<file path="src/rtl/regfile_mp.sv">
// Multi-port register file with optional write-to-read bypass, hardwired-zero R0
// and a per-entry pending-write scoreboard for load-use hazard detection.
module regfile_mp #(
    parameter int unsigned AW      = 5,
    parameter int unsigned ENTRY   = 32,
    parameter int unsigned DW      = 32,
    parameter int unsigned NRP     = 3,
    parameter int unsigned NWP     = 2,
    parameter int unsigned ZERO_R0 = 1,
    parameter int unsigned BYPASS  = 1
) (
    input  logic              CLK,
    input  logic              RST,
    input  logic [NWP-1:0]    WEN,
    input  logic [NWP*AW-1:0] WA,
    input  logic [NWP*DW-1:0] DI,
    input  logic [NRP*AW-1:0] RA,
    output logic [NRP*DW-1:0] DOUT,
    output logic [NRP-1:0]    RBUSY,
    input  logic              SB_SET,
    input  logic [AW-1:0]     SB_SA,
    input  logic              SB_FLUSH
);

    logic [DW-1:0]    mem_q [ENTRY];
    logic [DW-1:0]    mem_d [ENTRY];
    logic [ENTRY-1:0] pend_q;
    logic [ENTRY-1:0] pend_d;

    // An address names a real, writable register (in range and not the hardwired R0).
    function automatic logic addr_ok(input logic [AW-1:0] a);
        return (32'(a) < ENTRY) && !((ZERO_R0 != 0) && (a == '0));
    endfunction

    // Ascending port order makes the highest-indexed writer win on a collision.
    always_comb begin : write_next
        mem_d = mem_q;
        for (int unsigned k = 0; k < NWP; k++) begin
            if (WEN[k] && addr_ok(WA[k*AW +: AW])) begin
                mem_d[WA[k*AW +: AW]] = DI[k*DW +: DW];
            end
        end
    end

    // Clears are applied before the set so a freshly issued producer stays pending.
    always_comb begin : pend_next
        pend_d = pend_q;
        if (SB_FLUSH) begin
            pend_d = '0;
        end else begin
            for (int unsigned k = 0; k < NWP; k++) begin
                if (WEN[k] && addr_ok(WA[k*AW +: AW])) begin
                    pend_d[WA[k*AW +: AW]] = 1'b0;
                end
            end
            if (SB_SET && addr_ok(SB_SA)) begin
                pend_d[SB_SA] = 1'b1;
            end
        end
    end

    always_ff @(posedge CLK) begin
        if (RST) begin
            mem_q  <= '{default: '0};
            pend_q <= '0;
        end else begin
            mem_q  <= mem_d;
            pend_q <= pend_d;
        end
    end

    // Forwarded data also hides the pending bit: the consumer gets the value this cycle.
    always_comb begin : read_ports
        DOUT  = '0;
        RBUSY = '0;
        for (int unsigned i = 0; i < NRP; i++) begin
            if (addr_ok(RA[i*AW +: AW])) begin
                DOUT[i*DW +: DW] = mem_q[RA[i*AW +: AW]];
                RBUSY[i]         = pend_q[RA[i*AW +: AW]];
                if (BYPASS != 0) begin
                    for (int unsigned k = 0; k < NWP; k++) begin
                        if (WEN[k] && (WA[k*AW +: AW] == RA[i*AW +: AW])) begin
                            DOUT[i*DW +: DW] = DI[k*DW +: DW];
                            RBUSY[i]         = 1'b0;
                        end
                    end
                end
            end
        end
    end

endmodule
</file>
<file path="config.mk">
export PLATFORM = sky130hd
export DESIGN_NAME = regfile_mp
export DESIGN_NICKNAME = d
export VERILOG_FILES = /design/src/rtl/regfile_mp.sv
export SDC_FILE = /design/constraint.sdc
export NUM_CORES = 2
export LEC_CHECK = 0
export ABC_CLOCK_PERIOD_IN_PS = 6500
export BUFFER_PORTS_ARGS = -buffer_cell sky130_fd_sc_hd__buf_4
export CELL_PAD_IN_SITES_DETAIL_PLACEMENT = 0
export CELL_PAD_IN_SITES_GLOBAL_PLACEMENT = 1
export CORE_AREA = 2 2 380 382
export CTS_BUF_LIST = sky130_fd_sc_hd__clkbuf_8
export DETAILED_ROUTE_END_ITERATION = 10
export DIE_AREA = 0 0 382 384
export PLACE_DENSITY = 0.84
export SLEW_MARGIN = 20
export SYNTH_ARGS = -nofsm -noshare
export SYNTH_HDL_FRONTEND = slang
export SYNTH_SLANG_ARGS = --single-unit
</file>
<file path="constraint.sdc">
create_clock -name CLK -period 6.5 [get_ports CLK]
set_input_delay 1.95 -clock CLK [delete_from_list [all_inputs] [get_ports CLK]]
set_output_delay 1.95 -clock CLK [all_outputs]
set_load 0.05 [all_outputs]
</file>
# Word-level counts from Yosys, hierarchy flattened
# Index checks and enable logic that the tools add are counted.
dict set report totals {
  reg_bits 1056
  latchBits 0
  ram_bits 0
  mem_bits_ro 0
  input_bits 100
  out_inout_bits 99
  mem_count 0
}
dict set report op_classes {
  addsub 0
  mul 0
  div 0
  magnitude_cmp 16
  eq_ne 6
  shift 0
  mux 52
  bitwise 10
  reduce_logical 24
}
# operator n
set ops {}
lappend ops {{$bwmux 1024} 2}
lappend ops {{$mux 1024} 2}
lappend ops {{$mux 32} 22}
lappend ops {{$bmux 32 s5} 3}
lappend ops {{$demux 32 s5} 2}
lappend ops {{$and 32x32->32} 2}
lappend ops {{$not 32->32} 2}
lappend ops {{$lt 5x6->1 const B} 6}
lappend ops {{$or 32x32->32} 1}
lappend ops {{$eq 5x5->1} 6}
lappend ops {{$ge 6x6->1 const B} 5}
lappend ops {{$logic_not 5->1} 6}
lappend ops {{$not 5->6} 5}
lappend ops {{$bmux 1 s5} 3}
lappend ops {{$demux 1 s5} 3}
lappend ops {{$ge 5x1->1 const B} 3}
lappend ops {{$mux 1} 15}
lappend ops {{$logic_and 1x1->1} 14}
lappend ops {{$lt 6x1->1 const B} 2}
lappend ops {{$logic_not 1->1} 3}
lappend ops {{$reduce_or 2->1} 1}

# Longest topological paths before layout
dict set report depth {
  word_depth 13
  depth_mapped 10
  depth_no_buf 5
}

# Least setup slack after synthesis
# Ideal clock, no wire load.
dict set report synth_timing {
  path_type {input-to-output}
  start {input port RA[5]}
  end {output port DOUT[39]}
  arrival_time_ns 4.530
  required_ns 4.550
  setup_slack_ns 0.020
  stages 9
  n_path_buf 5
  path_cell_list {buf_2 > buf_4 > buf_4 > buf_2 > buf_2 > mux2i_1 > o22ai_1 > a2111oi_0 > o32ai_1}
}
dict set report synth_via {
  elab_chain_len 7
  word_cells_on_any_way 12
  cone_classes {eq/ne (2); mux (6); bitwise (1); reduce/logical (3)}
}
# item line
set synth_rtl {}
lappend synth_rtl {{start, declared} 17} ;# input logic [NRP*AW-1:0] RA,
lappend synth_rtl {{$not 5->6 (not written as such)} 78} ;# DOUT[i*DW +: DW] = mem_q[RA[i*AW +: AW]];
lappend synth_rtl {{$bmux 32 s5} 78}
lappend synth_rtl {{$mux 32 (not written as such) (2 in series)} 78}
lappend synth_rtl {{$mux 32 (2 in series)} 82} ;# if (WEN[k] && (WA[k*AW +: AW] == RA[i*AW +: AW])) begin
lappend synth_rtl {{$mux 32 *} 77} ;# if (addr_ok(RA[i*AW +: AW])) begin
lappend synth_rtl {{end, declared} 18} ;# output logic [NRP*DW-1:0] DOUT,
# Every way passes the cells marked *; elsewhere a longest branch is shown, timed or not. The select of a mux whose other input is x is not followed.

# Worst setup path in the final report
dict set report layout_timing {
  start {input port RA[5]}
  end {output port DOUT[44]}
}
# Same word-level chain as after synthesis.

==> results.sh <==
export IMPL_outcome="complete, but fails checks"
export IMPL_violations="negative setup slack"
export IMPL_drt_wirelength_per_cell_um=37.8
export IMPL_startpoint_type="input port"
export IMPL_grt_usage_pct=46.6
export IMPL_ys_types=64
export IMPL_synth_edff_count=0
export IMPL_hold_viol=0
export IMPL_area_growth_pct=10.7
export IMPL_async_flop_share_pct=0
export IMPL_hpwl_um=214000
export IMPL_insertion_delay_ns=1.00
export IMPL_clk_path_buf_depth=3
export IMPL_drt_total_wl_um=354000
export IMPL_tightest_slew_ns=1.29
export IMPL_clkPwrFrac_pct=40.9
export IMPL_grt_overflow_total=0
export IMPL_holdPathStages=2
export IMPL_maxSlewViolCount=0
export IMPL_drive_gt1_share_pct=22.4
export IMPL_clkTransAtPathRegs_ns=0.06
export IMPL_crit_fanout=25
export IMPL_die_x_um=382
export IMPL_synth_fp_nets=7753
export IMPL_io_pins=199
export IMPL_p_int_mw=10.9
export IMPL_synth_area_sq_um=73700
export IMPL_gp_congestion=1.01
export IMPL_p_sw_mw=5.16
export IMPL_port_buffers=198
export IMPL_setup_viol=21
export IMPL_slew_headroom_pct=14.3
export IMPL_drv_cap=0
export IMPL_grt_first_pass_wirelength_um=499000
export IMPL_pwr_share_comb_pct=17.3
export IMPL_yosys_warnings=0
export IMPL_cts_tree="built"
export IMPL_antenna_found_initial=38
export IMPL_fin_skew_ns=0
export IMPL_vias=73386
export IMPL_yosysSeqAreaShare_pct=28.7
export IMPL_grt_max_degree=176
export IMPL_cellLeakagePower_nw=29.6
export IMPL_fin_tns_setup_ns=-1.07
export IMPL_max_clock_freq_mhz=150
export IMPL_ir_drop_mv=0.243
export IMPL_htree_num_levels=4
export IMPL_drt_iter0_drc=12869
export IMPL_cts_buffers=187
export IMPL_setup_ws_ns=-0.166
export IMPL_required_ns=4.55
export IMPL_yosysTopAreaCellShare_pct=28.7
export IMPL_yosys_top_cells_area="dfxtp_1, mux4_2, mux2i_1"
export IMPL_yosysTopAreaCell="dfxtp_1"
export IMPL_initial_utilization_pct=51.6
export IMPL_die_h_um=384
export IMPL_synth_ff_type="dfxtp_1"
export IMPL_grt_pass1_vias=68703
export IMPL_critPathCaptureType="primary output"
export IMPL_reg2reg_depth=2
export IMPL_synth_seq_cells=1056
export IMPL_p_sw_share_pct=32.1
export IMPL_drc=0
export IMPL_antenna_left=0
export IMPL_synth_most_common_cell="mux2i_1"
export IMPL_crit_arrival_ns=4.72
export IMPL_power_density_nw_per_um2=197
export IMPL_ctsHoldBuffers=0
export IMPL_layout_nets=7419
export IMPL_dieArea_sq_um=147000
export IMPL_post_route_period_util_pct=103
export IMPL_rows=139
export IMPL_preCtsSetupSlack_ns=-0.297
export IMPL_drtPass1Iterations=10
export IMPL_p_seq_share_pct=41.8
export IMPL_avgViaCountPerCell=7.83
export IMPL_core_sq_um=143000
export IMPL_clockRootBuffer="clkbuf_8"
export IMPL_fin_crit_ns=6.67
export IMPL_avgSynthCellArea_sq_um=9.63
export IMPL_worstHoldPathType="reg -> reg"
export IMPL_crit_type="in -> out"
export IMPL_syn_inst=7653
export IMPL_synth_common_cells="mux2i_1, nor2_1, dfxtp_1"
export IMPL_cts_sinks=1056
placed cells by master, fill, tap and decap left out, types with 43 or more instances in the layout:
cell and count:
mux2_2 75, a221oi_1 51, o221ai_1 92, nand3_1 265, buf_4 500, clkbuf_8 228
o22ai_1 68, a22o_1 92, mux2i_1 1113, nand2_1 327, mux4_2 610, dfxtp_1 1056
buf_12 91, a221o_1 59, nor4_1 55, inv_1 94, nor2_1 1071, a211oi_1 806
nor2b_1 43, a311oi_1 260
area by class of cell:
class,instances,area (sq um)
multi-input cells,5435,48400
clock buffers,228,3140
clock inverters,92,617
well taps,1903,2380
repair buffers,601,5740
fillers,11986,61200
inverters,38,143
flip-flops and latches,1056,21100
diodes,14,35.0
per-stage QoR:
stage	power, mW	hold slack, ns	instances	utilization (%)	instance area (sq um)
final	16.1	0.466	9367	57.1	81600
after global placement	9.44	0.452	9033	54.4	77600
after CTS	15.9	0.468	9353	57.0	81400
after floorplan	8.45	0.426	7653	-	73700
after detailed placement	9.48	0.460	9033	54.4	77600
after global routing	16.3	0.493	9357	57.1	81500
repair_timing:
action,in CTS,in global routing
setup buffers,0,0
setup endpoints to repair,8,25
gates resized for setup,10,25
flip-flops by register name (all words and copies together) (netlist names):
name    cells
mem_q    1024
pend_q     32
critical path, stage by stage:
cell,delay (ns)
buf_8,0.22
buf_12,0.29
buf_12,0.20
mux4_2,0.51
mux2i_1,0.23
nor2_1,0.07
a2111oi_1,0.64
o32ai_1,0.27
buf_4,0.28
power by group through the flow:
stage	clock network, mW	logic, mW	registers (mW)
detailed placement	0	2.62	6.86
global placement	0	2.59	6.85
finish	6.58	2.79	6.73
global route	6.78	2.78	6.74
floorplan	0	1.64	6.81
CTS	6.51	2.63	6.72
per-layer routing:
layer	GRT usage (%)	routed length [um]	part of all wire, %	up-vias
li1	-	-	-	28951
met1	57.3	119000	34	35165
met2	62.0	135000	38	7077
met3	23.4	65300	18	2129
met4	34.6	33800	9.5	64
met5	1.79	622	0.18	-
cell families after synthesis:
group	count (synthesis)	synth area share (%)
simple gates	1945	11.2
mux	1818	35.2
compound gates	1642	17.9
buf+inv	1162	6.63
flops	1056	28.7
xor+xnor	30	0.357
path summary, 6_finish.rpt:
| check | from | endpoint | slack [ns] |
|---|---|---|---|
| worst max-delay path | RA[5] | DOUT[44] | -0.17 |
| worst min-delay path | pend_q[0]$_SDFF_PP0_ | pend_q[0]$_SDFF_PP0_ | 0.47 |
| worst min register to register | pend_q[0]$_SDFF_PP0_ | pend_q[0]$_SDFF_PP0_ | 0.47 |
| worst max register to register | pend_q[26]$_SDFF_PP0_ | pend_q[26]$_SDFF_PP0_ | 5.52 |
Power figures use the tool's default switching activity.
